`src/rtl/mem_arb_pkg.sv`:
```
// Shared types and defaults for the IF/MEM unified-memory port arbiter.
package mem_arb_pkg;

    localparam int ADDR_W_DEF  = 32;
    localparam int DATA_W_DEF  = 32;
    localparam int TIMEOUT_DEF = 64;

    typedef enum logic [1:0] {
        IDLE    = 2'd0,
        IF_BUSY = 2'd1,
        D_BUSY  = 2'd2,
        DONE    = 2'd3
    } arb_state_t;

    typedef enum logic {
        GNT_IF = 1'b0,
        GNT_D  = 1'b1
    } grant_t;

    // Width of a counter that must reach n-1.
    function automatic int cnt_width(input int n);
        return (n <= 2) ? 1 : $clog2(n);
    endfunction

endpackage

```
`src/rtl/mem_port_arbiter_if.sv`:
```
// Requester (IF, MEM stage) and backing-memory buses of the port arbiter.
interface mem_port_arbiter_if #(
    parameter int ADDR_W = 32,
    parameter int DATA_W = 32
);
    // Handshake: every *_req is a level held until its *_ack; each *_ack is a
    // single-cycle pulse and the matching rdata is only meaningful in that cycle.
    logic              if_req;
    logic [ADDR_W-1:0] if_addr;
    logic              if_ack;
    logic [DATA_W-1:0] if_rdata;

    logic              d_req;
    logic              d_we;
    logic [ADDR_W-1:0] d_addr;
    logic [DATA_W-1:0] d_wdata;
    logic              d_ack;
    logic [DATA_W-1:0] d_rdata;

    logic              mem_req;
    logic              mem_we;
    logic [ADDR_W-1:0] mem_addr;
    logic [DATA_W-1:0] mem_wdata;
    logic              mem_ack;
    logic [DATA_W-1:0] mem_rdata;

    modport master (
        input  if_req, if_addr, d_req, d_we, d_addr, d_wdata, mem_ack, mem_rdata,
        output if_ack, if_rdata, d_ack, d_rdata, mem_req, mem_we, mem_addr, mem_wdata
    );

    modport slave (
        output if_req, if_addr, d_req, d_we, d_addr, d_wdata, mem_ack, mem_rdata,
        input  if_ack, if_rdata, d_ack, d_rdata, mem_req, mem_we, mem_addr, mem_wdata
    );

endinterface

```
`src/rtl/mem_arb_watchdog.sv`:
```
// Saturating wait counter; tc_o flags that an access has waited TIMEOUT-1 cycles.
module mem_arb_watchdog
    import mem_arb_pkg::*;
#(
    parameter int TIMEOUT = TIMEOUT_DEF
) (
    input  logic clk_i,
    input  logic rst_i,
    input  logic clr_i,
    input  logic en_i,
    output logic tc_o
);

    localparam int CW = cnt_width(TIMEOUT);

    logic [CW-1:0] cnt_q;
    logic [CW-1:0] cnt_d;

    assign tc_o = (cnt_q == CW'(TIMEOUT - 1));

    // Clear has priority; holding at terminal count avoids wrap-around.
    always_comb begin
        cnt_d = cnt_q;
        if (clr_i) begin
            cnt_d = '0;
        end else if (en_i && !tc_o) begin
            cnt_d = cnt_q + 1'b1;
        end
    end

    always_ff @(posedge clk_i or posedge rst_i) begin
        if (rst_i) begin
            cnt_q <= '0;
        end else begin
            cnt_q <= cnt_d;
        end
    end

endmodule

```
`src/rtl/mem_port_arbiter.sv`:
```
// Serialises IF fetches and MEM loads/stores onto one variable-latency memory,
// with round-robin tie-break, pipeline stall and a timeout abort.
module mem_port_arbiter
    import mem_arb_pkg::*;
#(
    parameter int ADDR_W  = ADDR_W_DEF,
    parameter int DATA_W  = DATA_W_DEF,
    parameter int TIMEOUT = TIMEOUT_DEF
) (
    input  logic                clk_i,
    input  logic                rst_i,
    mem_port_arbiter_if.master  bus,
    output logic                stall_o,
    output logic                err_o,
    output logic                err_flag_o,
    output arb_state_t          dbg_state_o
);

    arb_state_t        state_q,     state_d;
    grant_t            last_q,      last_d;
    logic              mem_req_q,   mem_req_d;
    logic              mem_we_q,    mem_we_d;
    logic [ADDR_W-1:0] mem_addr_q,  mem_addr_d;
    logic [DATA_W-1:0] mem_wdata_q, mem_wdata_d;
    logic              if_ack_q,    if_ack_d;
    logic              d_ack_q,     d_ack_d;
    logic [DATA_W-1:0] if_rdata_q,  if_rdata_d;
    logic [DATA_W-1:0] d_rdata_q,   d_rdata_d;
    logic              err_q,       err_d;
    logic              err_flag_q,  err_flag_d;

    logic busy;
    logic wd_tc;

    assign busy = (state_q == IF_BUSY) || (state_q == D_BUSY);

    mem_arb_watchdog #(
        .TIMEOUT (TIMEOUT)
    ) u_watchdog (
        .clk_i (clk_i),
        .rst_i (rst_i),
        .clr_i (!busy || bus.mem_ack),
        .en_i  (busy),
        .tc_o  (wd_tc)
    );

    always_comb begin
        state_d     = state_q;
        last_d      = last_q;
        mem_req_d   = mem_req_q;
        mem_we_d    = mem_we_q;
        mem_addr_d  = mem_addr_q;
        mem_wdata_d = mem_wdata_q;
        if_ack_d    = 1'b0;
        d_ack_d     = 1'b0;
        if_rdata_d  = if_rdata_q;
        d_rdata_d   = d_rdata_q;
        err_d       = 1'b0;
        err_flag_d  = err_flag_q;

        case (state_q)
            IDLE: begin
                // Data side wins a tie only when fetch had the previous grant.
                if (bus.d_req && (!bus.if_req || last_q == GNT_IF)) begin
                    state_d     = D_BUSY;
                    last_d      = GNT_D;
                    mem_req_d   = 1'b1;
                    mem_we_d    = bus.d_we;
                    mem_addr_d  = bus.d_addr;
                    mem_wdata_d = bus.d_wdata;
                end else if (bus.if_req) begin
                    state_d     = IF_BUSY;
                    last_d      = GNT_IF;
                    mem_req_d   = 1'b1;
                    mem_we_d    = 1'b0;
                    mem_addr_d  = bus.if_addr;
                end
            end

            IF_BUSY, D_BUSY: begin
                // A late ack in the terminal-count cycle still counts as success.
                if (bus.mem_ack || wd_tc) begin
                    state_d   = DONE;
                    mem_req_d = 1'b0;
                    err_d     = !bus.mem_ack;
                    if (!bus.mem_ack) begin
                        err_flag_d = 1'b1;
                    end
                    if (state_q == IF_BUSY) begin
                        if_ack_d   = 1'b1;
                        if_rdata_d = bus.mem_ack ? bus.mem_rdata : '0;
                    end else begin
                        d_ack_d    = 1'b1;
                        d_rdata_d  = bus.mem_ack ? bus.mem_rdata : '0;
                    end
                end
            end

            DONE: begin
                state_d = IDLE;
            end

            default: begin
                state_d = IDLE;
            end
        endcase
    end

    always_ff @(posedge clk_i or posedge rst_i) begin
        if (rst_i) begin
            state_q     <= IDLE;
            last_q      <= GNT_IF;
            mem_req_q   <= 1'b0;
            mem_we_q    <= 1'b0;
            mem_addr_q  <= '0;
            mem_wdata_q <= '0;
            if_ack_q    <= 1'b0;
            d_ack_q     <= 1'b0;
            if_rdata_q  <= '0;
            d_rdata_q   <= '0;
            err_q       <= 1'b0;
            err_flag_q  <= 1'b0;
        end else begin
            state_q     <= state_d;
            last_q      <= last_d;
            mem_req_q   <= mem_req_d;
            mem_we_q    <= mem_we_d;
            mem_addr_q  <= mem_addr_d;
            mem_wdata_q <= mem_wdata_d;
            if_ack_q    <= if_ack_d;
            d_ack_q     <= d_ack_d;
            if_rdata_q  <= if_rdata_d;
            d_rdata_q   <= d_rdata_d;
            err_q       <= err_d;
            err_flag_q  <= err_flag_d;
        end
    end

    assign bus.mem_req   = mem_req_q;
    assign bus.mem_we    = mem_we_q;
    assign bus.mem_addr  = mem_addr_q;
    assign bus.mem_wdata = mem_wdata_q;
    assign bus.if_ack    = if_ack_q;
    assign bus.if_rdata  = if_rdata_q;
    assign bus.d_ack     = d_ack_q;
    assign bus.d_rdata   = d_rdata_q;

    // Combinational so the pipeline advances in the very cycle the ack appears.
    assign stall_o     = (bus.if_req & ~if_ack_q) | (bus.d_req & ~d_ack_q);
    assign err_o       = err_q;
    assign err_flag_o  = err_flag_q;
    assign dbg_state_o = state_q;

endmodule

```
`src/flat_wrapper.sv`:
```
// flat-port wrapper written by rule: the top's interface ports become plain ports
module mem_port_arbiter_flat import mem_arb_pkg::*;
#(
    parameter int ADDR_W  = ADDR_W_DEF,
    parameter int DATA_W  = DATA_W_DEF,
    parameter int TIMEOUT = TIMEOUT_DEF
)
  (clk_i, rst_i, stall_o, err_o, err_flag_o, dbg_state_o, bus_if_req, bus_if_addr, bus_d_req, bus_d_we, bus_d_addr, bus_d_wdata, bus_mem_ack, bus_mem_rdata, bus_if_ack, bus_if_rdata, bus_d_ack, bus_d_rdata, bus_mem_req, bus_mem_we, bus_mem_addr, bus_mem_wdata);
  mem_port_arbiter_if #(.ADDR_W(ADDR_W), .DATA_W(DATA_W)) bus_i ();
  input  logic clk_i;
  input  logic rst_i;
  output logic stall_o;
  output logic err_o;
  output logic err_flag_o;
  output arb_state_t dbg_state_o;
  input wire logic [$bits(bus_i.if_req)-1:0] bus_if_req;
  input wire logic [$bits(bus_i.if_addr)-1:0] bus_if_addr;
  input wire logic [$bits(bus_i.d_req)-1:0] bus_d_req;
  input wire logic [$bits(bus_i.d_we)-1:0] bus_d_we;
  input wire logic [$bits(bus_i.d_addr)-1:0] bus_d_addr;
  input wire logic [$bits(bus_i.d_wdata)-1:0] bus_d_wdata;
  input wire logic [$bits(bus_i.mem_ack)-1:0] bus_mem_ack;
  input wire logic [$bits(bus_i.mem_rdata)-1:0] bus_mem_rdata;
  output wire logic [$bits(bus_i.if_ack)-1:0] bus_if_ack;
  output wire logic [$bits(bus_i.if_rdata)-1:0] bus_if_rdata;
  output wire logic [$bits(bus_i.d_ack)-1:0] bus_d_ack;
  output wire logic [$bits(bus_i.d_rdata)-1:0] bus_d_rdata;
  output wire logic [$bits(bus_i.mem_req)-1:0] bus_mem_req;
  output wire logic [$bits(bus_i.mem_we)-1:0] bus_mem_we;
  output wire logic [$bits(bus_i.mem_addr)-1:0] bus_mem_addr;
  output wire logic [$bits(bus_i.mem_wdata)-1:0] bus_mem_wdata;
  assign bus_i.if_req = bus_if_req;
  assign bus_i.if_addr = bus_if_addr;
  assign bus_i.d_req = bus_d_req;
  assign bus_i.d_we = bus_d_we;
  assign bus_i.d_addr = bus_d_addr;
  assign bus_i.d_wdata = bus_d_wdata;
  assign bus_i.mem_ack = bus_mem_ack;
  assign bus_i.mem_rdata = bus_mem_rdata;
  assign bus_if_ack = bus_i.if_ack;
  assign bus_if_rdata = bus_i.if_rdata;
  assign bus_d_ack = bus_i.d_ack;
  assign bus_d_rdata = bus_i.d_rdata;
  assign bus_mem_req = bus_i.mem_req;
  assign bus_mem_we = bus_i.mem_we;
  assign bus_mem_addr = bus_i.mem_addr;
  assign bus_mem_wdata = bus_i.mem_wdata;
  mem_port_arbiter #(.ADDR_W(ADDR_W), .DATA_W(DATA_W), .TIMEOUT(TIMEOUT)) u_core (.clk_i(clk_i), .rst_i(rst_i), .bus(bus_i), .stall_o(stall_o), .err_o(err_o), .err_flag_o(err_flag_o), .dbg_state_o(dbg_state_o));
endmodule
```
`config.mk`:
```
export PLATFORM = sky130hd
export DESIGN_NAME = mem_port_arbiter_flat
export DESIGN_NICKNAME = d
export VERILOG_FILES = /design/src/rtl/mem_arb_pkg.sv /design/src/rtl/mem_port_arbiter_if.sv /design/src/rtl/mem_arb_watchdog.sv /design/src/rtl/mem_port_arbiter.sv /design/src/flat_wrapper.sv
export SDC_FILE = /design/constraint.sdc
export NUM_CORES = 1
export LEC_CHECK = 0
export CAP_MARGIN = 0
export CORE_AREA = 2 2 133 135
export CTS_CLUSTER_SIZE = 25
export DETAILED_ROUTE_END_ITERATION = 10
export DIE_AREA = 0 0 135 137
export PLACE_DENSITY_LB_ADDON = 0.15
export SETUP_SLACK_MARGIN = 0.1
export SYNTH_ARGS = -nofsm -noshare
export SYNTH_HDL_FRONTEND = slang
export SYNTH_SLANG_ARGS = --single-unit
export TNS_END_PERCENT = 30
```
`constraint.sdc`:
```
create_clock -name clk_i -period 9.6 [get_ports clk_i]
set_input_delay 1.44 -clock clk_i [delete_from_list [all_inputs] [get_ports clk_i]]
set_output_delay 1.44 -clock clk_i [all_outputs]
set_load 0.02 [all_outputs]
```
---- Yosys cells after proc, flatten, opt, wreduce, memory -nomap -nowiden ----
Index checks and enable logic that the tools add are counted.
cells by class
  $add $sub $neg .......................... 1
  $lt $le $gt $ge ......................... 0
  divide/modulo/power cells ............... 0
  multiply operators ...................... 0
  reduce and logical (&&, ||, !) cells .... 22
  mux-type cells .......................... 24
  shift-type cells ........................ 0
  equal/unequal tests ..................... 6
  bitwise gates (word level) .............. 8
operator list
  operator             count
  $mux 32              3
  $mux 1               14
  $mux 6               2
  $reduce_and 3->1     4
  $add 6x1->6 const B  1
  $eq 6x6->1 const B   1
  $mux 2               3
  $pmux 2 s3           1
  $reduce_and 2->1     3
  $reduce_bool 2->1    3
  $not 1->1            5
  $eq 2x2->1 const B   2
  $logic_not 1->1      4
  $logic_or 1x1->1     4
  $ne 3x2->1 const B   1
  $and 1x1->1          2
  $eq 2x1->1 const B   1
  $logic_and 1x1->1    2
  $logic_not 2->1      1
  $ne 2x1->1 const B   1
  $pmux 1 s2           1
  $reduce_or 2->1      1
  $or 1x1->1           1
storage, ports and cells
  memories ................................ 0
  bits in read-only memories .............. 0
  bits in latches ......................... 0
  bits in writable memories ............... 0
  logic and storage cells ................. 74
  flip-flop bits (word level) ............. 143

---- Longest topological paths before layout ----
Gate-level depths: netlist (run 1).
  word-level depth ........................ 5
  mapped depth ............................ 8

---- By module ----
A second synthesis (run 1) with hierarchy kept.
second synthesis, totals
  cell total of the unflattened synthesis .. 516
  area total of the unflattened synthesis .. 5,970.7 um^2
by module, submodules not included
  module            cells each  area an instance (um^2)  instances
  mem_port_arbiter  479         5,601.6                  1
  mem_arb_watchdog  37          369.1                    1

---- Worst setup path before layout (run 1) ----
OpenSTA, ideal clock, no wires.
  path kind ............................... input port to output port
  start point ............................. input port bus_if_req
  end point ............................... output port stall_o
  data arrival time ....................... 1.846 ns
  slack ................................... 6.314 ns
  buffers on the path ..................... 0
  required time ........................... 8.160 ns
  stages on the path ...................... 2
  cells stage by stage .................... inv_1 > o22ai_1
between the ends
  cells in the longest elaborated chain, start to end .. 2
ends and longest elaborated chain
  item                line                     text
  start: declaration  flat_wrapper.sv:16       input wire logic [$bits(bus_i.if_req)-1:0] bus_if_req;
  $and 1x1->1         mem_port_arbiter.sv:149  assign stall_o = (bus.if_req & ~if_ack_q) | (bus.d_req & ~d_ack_q);
  $or 1x1->1          mem_port_arbiter.sv:149
  end: declaration    flat_wrapper.sv:12       output logic stall_o;
Every way passes these cells.

---- Final worst setup path (run 1) ----
Ends and elaborated chain as after synthesis.

==> flow_metrics.env, run 1 <==
export IMPL_fin_cells=930
export IMPL_yosysSeqAreaShare_pct=61.1
export IMPL_postCtsSetupBuffers=0
export IMPL_synth_largest_type_area_fraction_pct=61.1
export IMPL_arrival_ns=3.03
export IMPL_fin_nets=830
export IMPL_avgSynthCellArea_sq_um=13.7
export IMPL_cts_sink_count=143
export IMPL_holdCritStartpoint="u_core.bus.mem_addr[17]"
export IMPL_multi_input_area_sq_um=2040
export IMPL_regArea_sq_um=3580
export IMPL_cp_slowest_cell="clkdlybuf4s50_1"
export IMPL_grt_pass1_wl_microns=25800
export IMPL_synth_cells=428
export IMPL_holdWs_ns=0.477
export IMPL_drt_total_wl_microns=16600
export IMPL_initial_core_util_pct=34.3
export IMPL_clk_path_buf_depth=2
export IMPL_slew_headroom_pct=36.0
export IMPL_die_x_microns=135
export IMPL_synth_commonest_cells="143 x dfrtp_1, 63 x a22o_1, 38 x nand2_1"
export IMPL_clkSlewWorstSetupHoldPaths_ns=0.06
export IMPL_synth_warnings=0
export IMPL_synthArstFlopShare_pct=100
export IMPL_clkLatencyLatePin_ns=0.41
export IMPL_synth_most_common_cell="dfrtp_1"
export IMPL_setup_violations_final=0
export IMPL_synth_area_leaders="dfrtp_1 61%, a22o_1 9.4%, mux2_4 7.2%"
export IMPL_synth_top_cell_by_area="dfrtp_1"
export IMPL_synth_fp_nets=566
export IMPL_vdd_ir_drop_max_mv=0.187
export IMPL_fin_crit_sh_pct=46.5
export IMPL_slew_viol_final=0
export IMPL_rrSetupSlack_ns=7.48
export IMPL_holdPathEnd="u_core.bus.mem_addr[17]"
export IMPL_tns_ns=0
export IMPL_final_util_pct=54.3
export IMPL_grt_max_degree=77
export IMPL_cpPeakStageDelay_ns=0.66
export IMPL_rsz0062_at_grt="false"
export IMPL_port_buffers=270
export IMPL_powerDensity_nw_per_um2=350
export IMPL_hold_viol_final=0
export IMPL_die_h_microns=137
export IMPL_hold_depth=2
export IMPL_grt_pass1_vias=4725
export IMPL_drt_iter0_drc=177
export IMPL_hold_buffers=0
export IMPL_hp_class="reg -> reg"
export IMPL_diodes=0
export IMPL_cts_tree="yes"
export IMPL_cts_root_buf="clkbuf_16"
export IMPL_r2r_end="u_core.bus.mem_wdata[24]"
export IMPL_grt_overflow=0
export IMPL_vias_per_cell=4.80
export IMPL_drt_pass1_iterations=4
export IMPL_cp_required_ns=8.16
export IMPL_ios=271
export IMPL_gp_congestion=0.742
export IMPL_vias=4466
export IMPL_fill_cells=1492
export IMPL_dp_hpwl_microns=11700
export IMPL_r2r_cells=4
export IMPL_leakagePower_uw=0.00417
export IMPL_syn_area_sq_um=5850
export IMPL_drc=0
export IMPL_layout_setup_ws_ns=5.13
export IMPL_cap_viol_max_count=0
export IMPL_synth_edf_count=0
export IMPL_ys_ff_latch=143
export IMPL_die_area_sq_um=18500
export IMPL_track_usage_pct=18.1
export IMPL_area_delta_synth_final_pct=58.2
export IMPL_ctsResizeCount=0
export IMPL_coreArea_sq_um=17100
export IMPL_synth_main_ff_cell="dfrtp_1"
export IMPL_startpoint_type="primary input"
export IMPL_pre_cts_slack_ns=5.15
export IMPL_cpMostUsedCell="clkdlybuf4s50_1"
export IMPL_dp_cells=898
export IMPL_cp_cell_sequence="clkdlybuf4s50_1 > inv_1 > o22ai_1 > clkdlybuf4s50_1"
export IMPL_cp_max_fo=5
export IMPL_endpoint_kind="output pin"
export IMPL_status="completed"
export IMPL_rows=48
export IMPL_grt_antenna_before_repair=0
export IMPL_crit_type="in -> out"
export IMPL_cts_inserted_buffers=17
export IMPL_rr_startpoint="u_core.last_q"
export IMPL_fmax_mhz=224
export IMPL_drive_gt1_share_pct=11.3
export IMPL_ys_types=38
export IMPL_worstMarginPinSlew_ns=0.960
export IMPL_avgRoutedWirePerCell_microns=17.8
export IMPL_detail_route_antenna_nets=0
export IMPL_htree_levels=4
export IMPL_fin_skew_ns=0.00820
export IMPL_period_needed_ns=4.47
==> logic make-up (layout without fill, tap and decap cells) <==
family,after synthesis,in the layout,synth area share [%]
flops,143,143,61.1
simple gates,60,60,4.81
buf+inv,38,315,4.49
compound gates,115,115,14.7
fa+ha+maj,4,4,0.855
xor+xnor,3,3,0.449
mux,65,65,13.6
==> final cells by class <==
| type | instances | area share [%] |
|---|---|---|
| flip-flops and latches | 143 | 38.6 |
| repair buffers | 275 | 29.6 |
| multi-input cells | 247 | 22.0 |
| clock buffers | 20 | 4.93 |
| well taps | 225 | 3.04 |
| clock inverters | 12 | 1.43 |
| inverters | 8 | 0.378 |
==> metrics by stage <==
stage	total power [uW]	instance area [sq um]
2_1_floorplan	1880	5850
3_3_place_gp	2580	8670
3_5_place_dp	2600	8670
4_1_cts	3280	9260
5_1_grt	3420	9260
6_report	3240	9260
==> critical path, delay by kind of cell <==
family,cells,cell delay (ns)
AOI/OAI and AO/OA,1,0.18
buffers and inverters,3,1.40
==> worst max path at each step <==
| stage | startpoint | end | slack [ns] | depth (start not counted) |
|---|---|---|---|---|
| global placement | bus_if_req | stall_o | 5.17 | 4 |
| detailed placement | bus_if_req | stall_o | 5.15 | 4 |
| finish | bus_if_req | stall_o | 5.13 | 4 |
| CTS | bus_if_req | stall_o | 5.14 | 4 |
| global route | bus_if_req | stall_o | 5.04 | 4 |
| floorplan | rst_i | u_core.bus.d_ack | 4.32 | 1 |
==> power breakdown <==
group | switching, uW | internal (uW) | leakage [uW]
clock network | 257 | 398 | 0.000283
registers | 162 | 880 | 0.00178
logic | 754 | 789 | 0.00211
==> cell usage in the layout, fill, tap and decap left out, types with 2 or more instances in the layout <==
master	netlist	routed
buf_4	2	5
xnor2_1	2	2
o21ai_4	1	2
o21ai_0	33	33
a21oi_1	5	5
inv_6	0	4
clkinv_2	0	3
nor3b_1	2	2
o22ai_1	2	2
clkbuf_16	0	17
a31oi_1	3	3
nand3_1	4	4
clkinvlp_4	0	3
clkbuf_8	0	2
inv_1	8	7
a22o_2	2	2
bufinv_16	0	2
nor2_1	5	5
clkdlybuf4s50_1	0	270
a22o_1	63	63
dfrtp_1	143	143
mux2_4	28	28
mux2i_1	33	33
mux2_2	4	4
nand2_1	38	38
and3_1	2	2
nor3_1	3	3
ha_1	4	4
==> state kept, by name (all words and copies together) (netlist names), 2 cells and up <==
signal                   flops
u_core.bus.d_rdata          32
u_core.bus.if_rdata         32
u_core.bus.mem_addr         32
u_core.bus.mem_wdata        32
u_core.u_watchdog.cnt_q      6
u_core.dbg_state_o           2
==> per-layer routing <==
metal,GRT usage (%),vias up,part of all wire (%)
met4,8.62,0,3.1
met5,0,-,0
met3,4.48,30,5.7
li1,-,2073,-
met1,21.6,2201,40
met2,30.8,162,51
Note: power is estimated with default switching activity, not from simulation.
==> run 2: changes to the inputs <==
==> constraint.sdc (replaced) <==
create_clock -name clk_i -period 4.5 [get_ports clk_i]
set_input_delay 0.675 -clock clk_i [delete_from_list [all_inputs] [get_ports clk_i]]
set_output_delay 0.675 -clock clk_i [all_outputs]
set_load 0.02 [all_outputs]
==> run 2 against run 1 <==
Worst hold slack got worse by 0.0035 ns. Clock power rose by 120%. Via count fell by 0.25%. Wire length fell by 0.33%. Largest power group unchanged. Non-clock buffer count rose by 1.
==> flow_metrics.env, run 2 (synthesized netlist as in run 1, its figures left out) <==
export IMPL_initial_core_util_pct=34.3
export IMPL_drive_gt1_share_pct=11.0
export IMPL_m1WireLength_microns=6520
export IMPL_rows=48
export IMPL_period_needed_ns=2.96
export IMPL_hold_depth=2
export IMPL_drc=0
export IMPL_cap_viol_max_count=0
export IMPL_design_area_sq_um=9310
export IMPL_grt_antenna_before_repair=0
export IMPL_diodes=0
export IMPL_crit_type="in -> out"
export IMPL_avgRoutedWirePerCell_microns=17.7
export IMPL_area_delta_synth_final_pct=58.9
export IMPL_seqPwrFrac_pct=31.6
export IMPL_cp_max_fo=5
export IMPL_setup_violations_final=0
export IMPL_vdd_ir_drop_max_mv=0.320
export IMPL_endpoint_kind="output pin"
export IMPL_track_usage_pct=18.3
export IMPL_multi_input_area_sq_um=2040
export IMPL_ios=271
export IMPL_clkSlewWorstSetupHoldPaths_ns=0.05
export IMPL_holdPathEnd="u_core.bus.mem_addr[31]"
export IMPL_port_buffers=270
export IMPL_fin_nets=831
export IMPL_htree_levels=4
export IMPL_dp_hpwl_microns=11700
export IMPL_drt_total_wl_microns=16500
export IMPL_coreArea_sq_um=17100
export IMPL_slew_viol_final=0
export IMPL_hold_buffers=0
export IMPL_met2WireLength_microns=8420
export IMPL_drt_pass1_iterations=4
export IMPL_rrSetupSlack_ns=2.01
export IMPL_cts_sink_count=143
export IMPL_tns_ns=0
export IMPL_grt_pass1_wl_microns=25600
export IMPL_grt_overflow=0
export IMPL_grt_pass1_vias=4691
export IMPL_clk_path_buf_depth=2
export IMPL_regArea_sq_um=3580
export IMPL_pwr_share_clk_pct=21.1
export IMPL_clkLatencyLatePin_ns=0.42
export IMPL_drt_iter0_drc=189
export IMPL_combPwrFrac_pct=47.3
export IMPL_arrival_ns=2.28
export IMPL_wl_met3_microns=1010
export IMPL_final_common_cell="clkdlybuf4s50_1"
export IMPL_r2r_cells=5
export IMPL_rr_startpoint="u_core.dbg_state_o[0]"
export IMPL_gp_congestion=0.782
export IMPL_dr_max_layer_used="met4"
export IMPL_die_h_microns=137
export IMPL_grt_max_degree=79
export IMPL_postCtsSetupBuffers=0
export IMPL_post_dp_cell_area_sq_um=8690
export IMPL_cts_inserted_buffers=17
export IMPL_startpoint_type="primary input"
export IMPL_die_area_sq_um=18500
export IMPL_cp_required_ns=3.83
export IMPL_netSwitchingPower_uw=2490
export IMPL_detail_route_antenna_nets=0
export IMPL_cts_tree="yes"
export IMPL_powerDensity_nw_per_um2=752
export IMPL_r2r_end="u_core.bus.if_rdata[12]"
export IMPL_sw_frac_of_total_pct=35.6
export IMPL_cts_root_buf="clkbuf_16"
export IMPL_holdCritStartpoint="u_core.bus.mem_addr[31]"
export IMPL_hp_class="reg -> reg"
export IMPL_vias=4455
export IMPL_rsz0062_at_grt="false"
export IMPL_status="completed"
export IMPL_fin_crit_sh_pct=65.8
export IMPL_internal_power_uw=4500
export IMPL_mostFrequentLayoutCells="270 x clkdlybuf4s50_1, 143 x dfrtp_1, 63 x a22o_1"
export IMPL_leakagePower_uw=0.00418
export IMPL_fill_cells=1441
export IMPL_die_x_microns=135
export IMPL_worstMarginPinSlew_ns=1.14
export IMPL_fmax_mhz=338
export IMPL_hold_viol_final=0
export IMPL_slew_headroom_pct=23.8
export IMPL_vias_per_cell=4.79
export IMPL_fin_skew_ns=0.00666
export IMPL_ctsResizeCount=0
run 2: cell count changes in the layout (fill, tap and decap cells not counted):
cell,previous run,this run
inv_6,4,0
clkbuf_1,1,4
bufinv_16,2,4
buf_12,0,1
clkbuf_8,2,1
clkinv_2,3,2
clkinvlp_4,3,4
run 2: final cells by class:
cell class / count / share of cell area, %
Clock buffer: 22 / 4.88
Sequential cell: 143 / 38.5
Multi-Input combinational cell: 247 / 21.9
Clock inverter: 10 / 1.73
Tap cell: 225 / 3.03
Inverter: 8 / 0.363
Timing Repair Buffer: 276 / 29.7
run 2: stage by stage:
step	std cells	utilization (%)	hold slack (ns)	total power, uW	setup slack [ns]
5_1_grt	931	54.6	0.507	7380	1.45
2_1_floorplan	428	-	0.468	4010	2.03
3_5_place_dp	899	50.9	0.455	5560	1.56
6_report	931	54.6	0.474	7000	1.54
3_3_place_gp	899	50.9	0.461	5500	1.59
4_1_cts	931	54.6	0.482	7070	1.54
run 2: power by group through the flow:
| stage | clock network [uW] | logic [uW] | registers [uW] |
|---|---|---|---|
| after floorplan | 0 | 1120 | 2900 |
| final | 1470 | 3310 | 2210 |
| after global routing | 1580 | 3520 | 2290 |
| after global placement | 0 | 3290 | 2210 |
| after detailed placement | 0 | 3340 | 2220 |
| after CTS | 1500 | 3350 | 2220 |
run 2: metal layers:
layer,track usage (%),vias to the layer above
met1,21.4,2189
met3,5.04,33
li1,-,2079
met5,0,-
met4,9.61,0
met2,30.7,154
run 2: critical path: stages:
cell and delay, ns:
clkdlybuf4s50_1 0.66, inv_1 0.10, o22ai_1 0.21, clkdlybuf4s50_1 0.63
run 2: how the worst max path moves through the flow:
stage / start / end / cells past startpoint
CTS: bus_if_req / stall_o / 4
global route: bus_if_req / stall_o / 4
finish: bus_if_req / stall_o / 4
detailed placement: bus_if_req / stall_o / 4
floorplan: rst_i / u_core.bus.d_ack / 1
global placement: bus_if_req / stall_o / 4
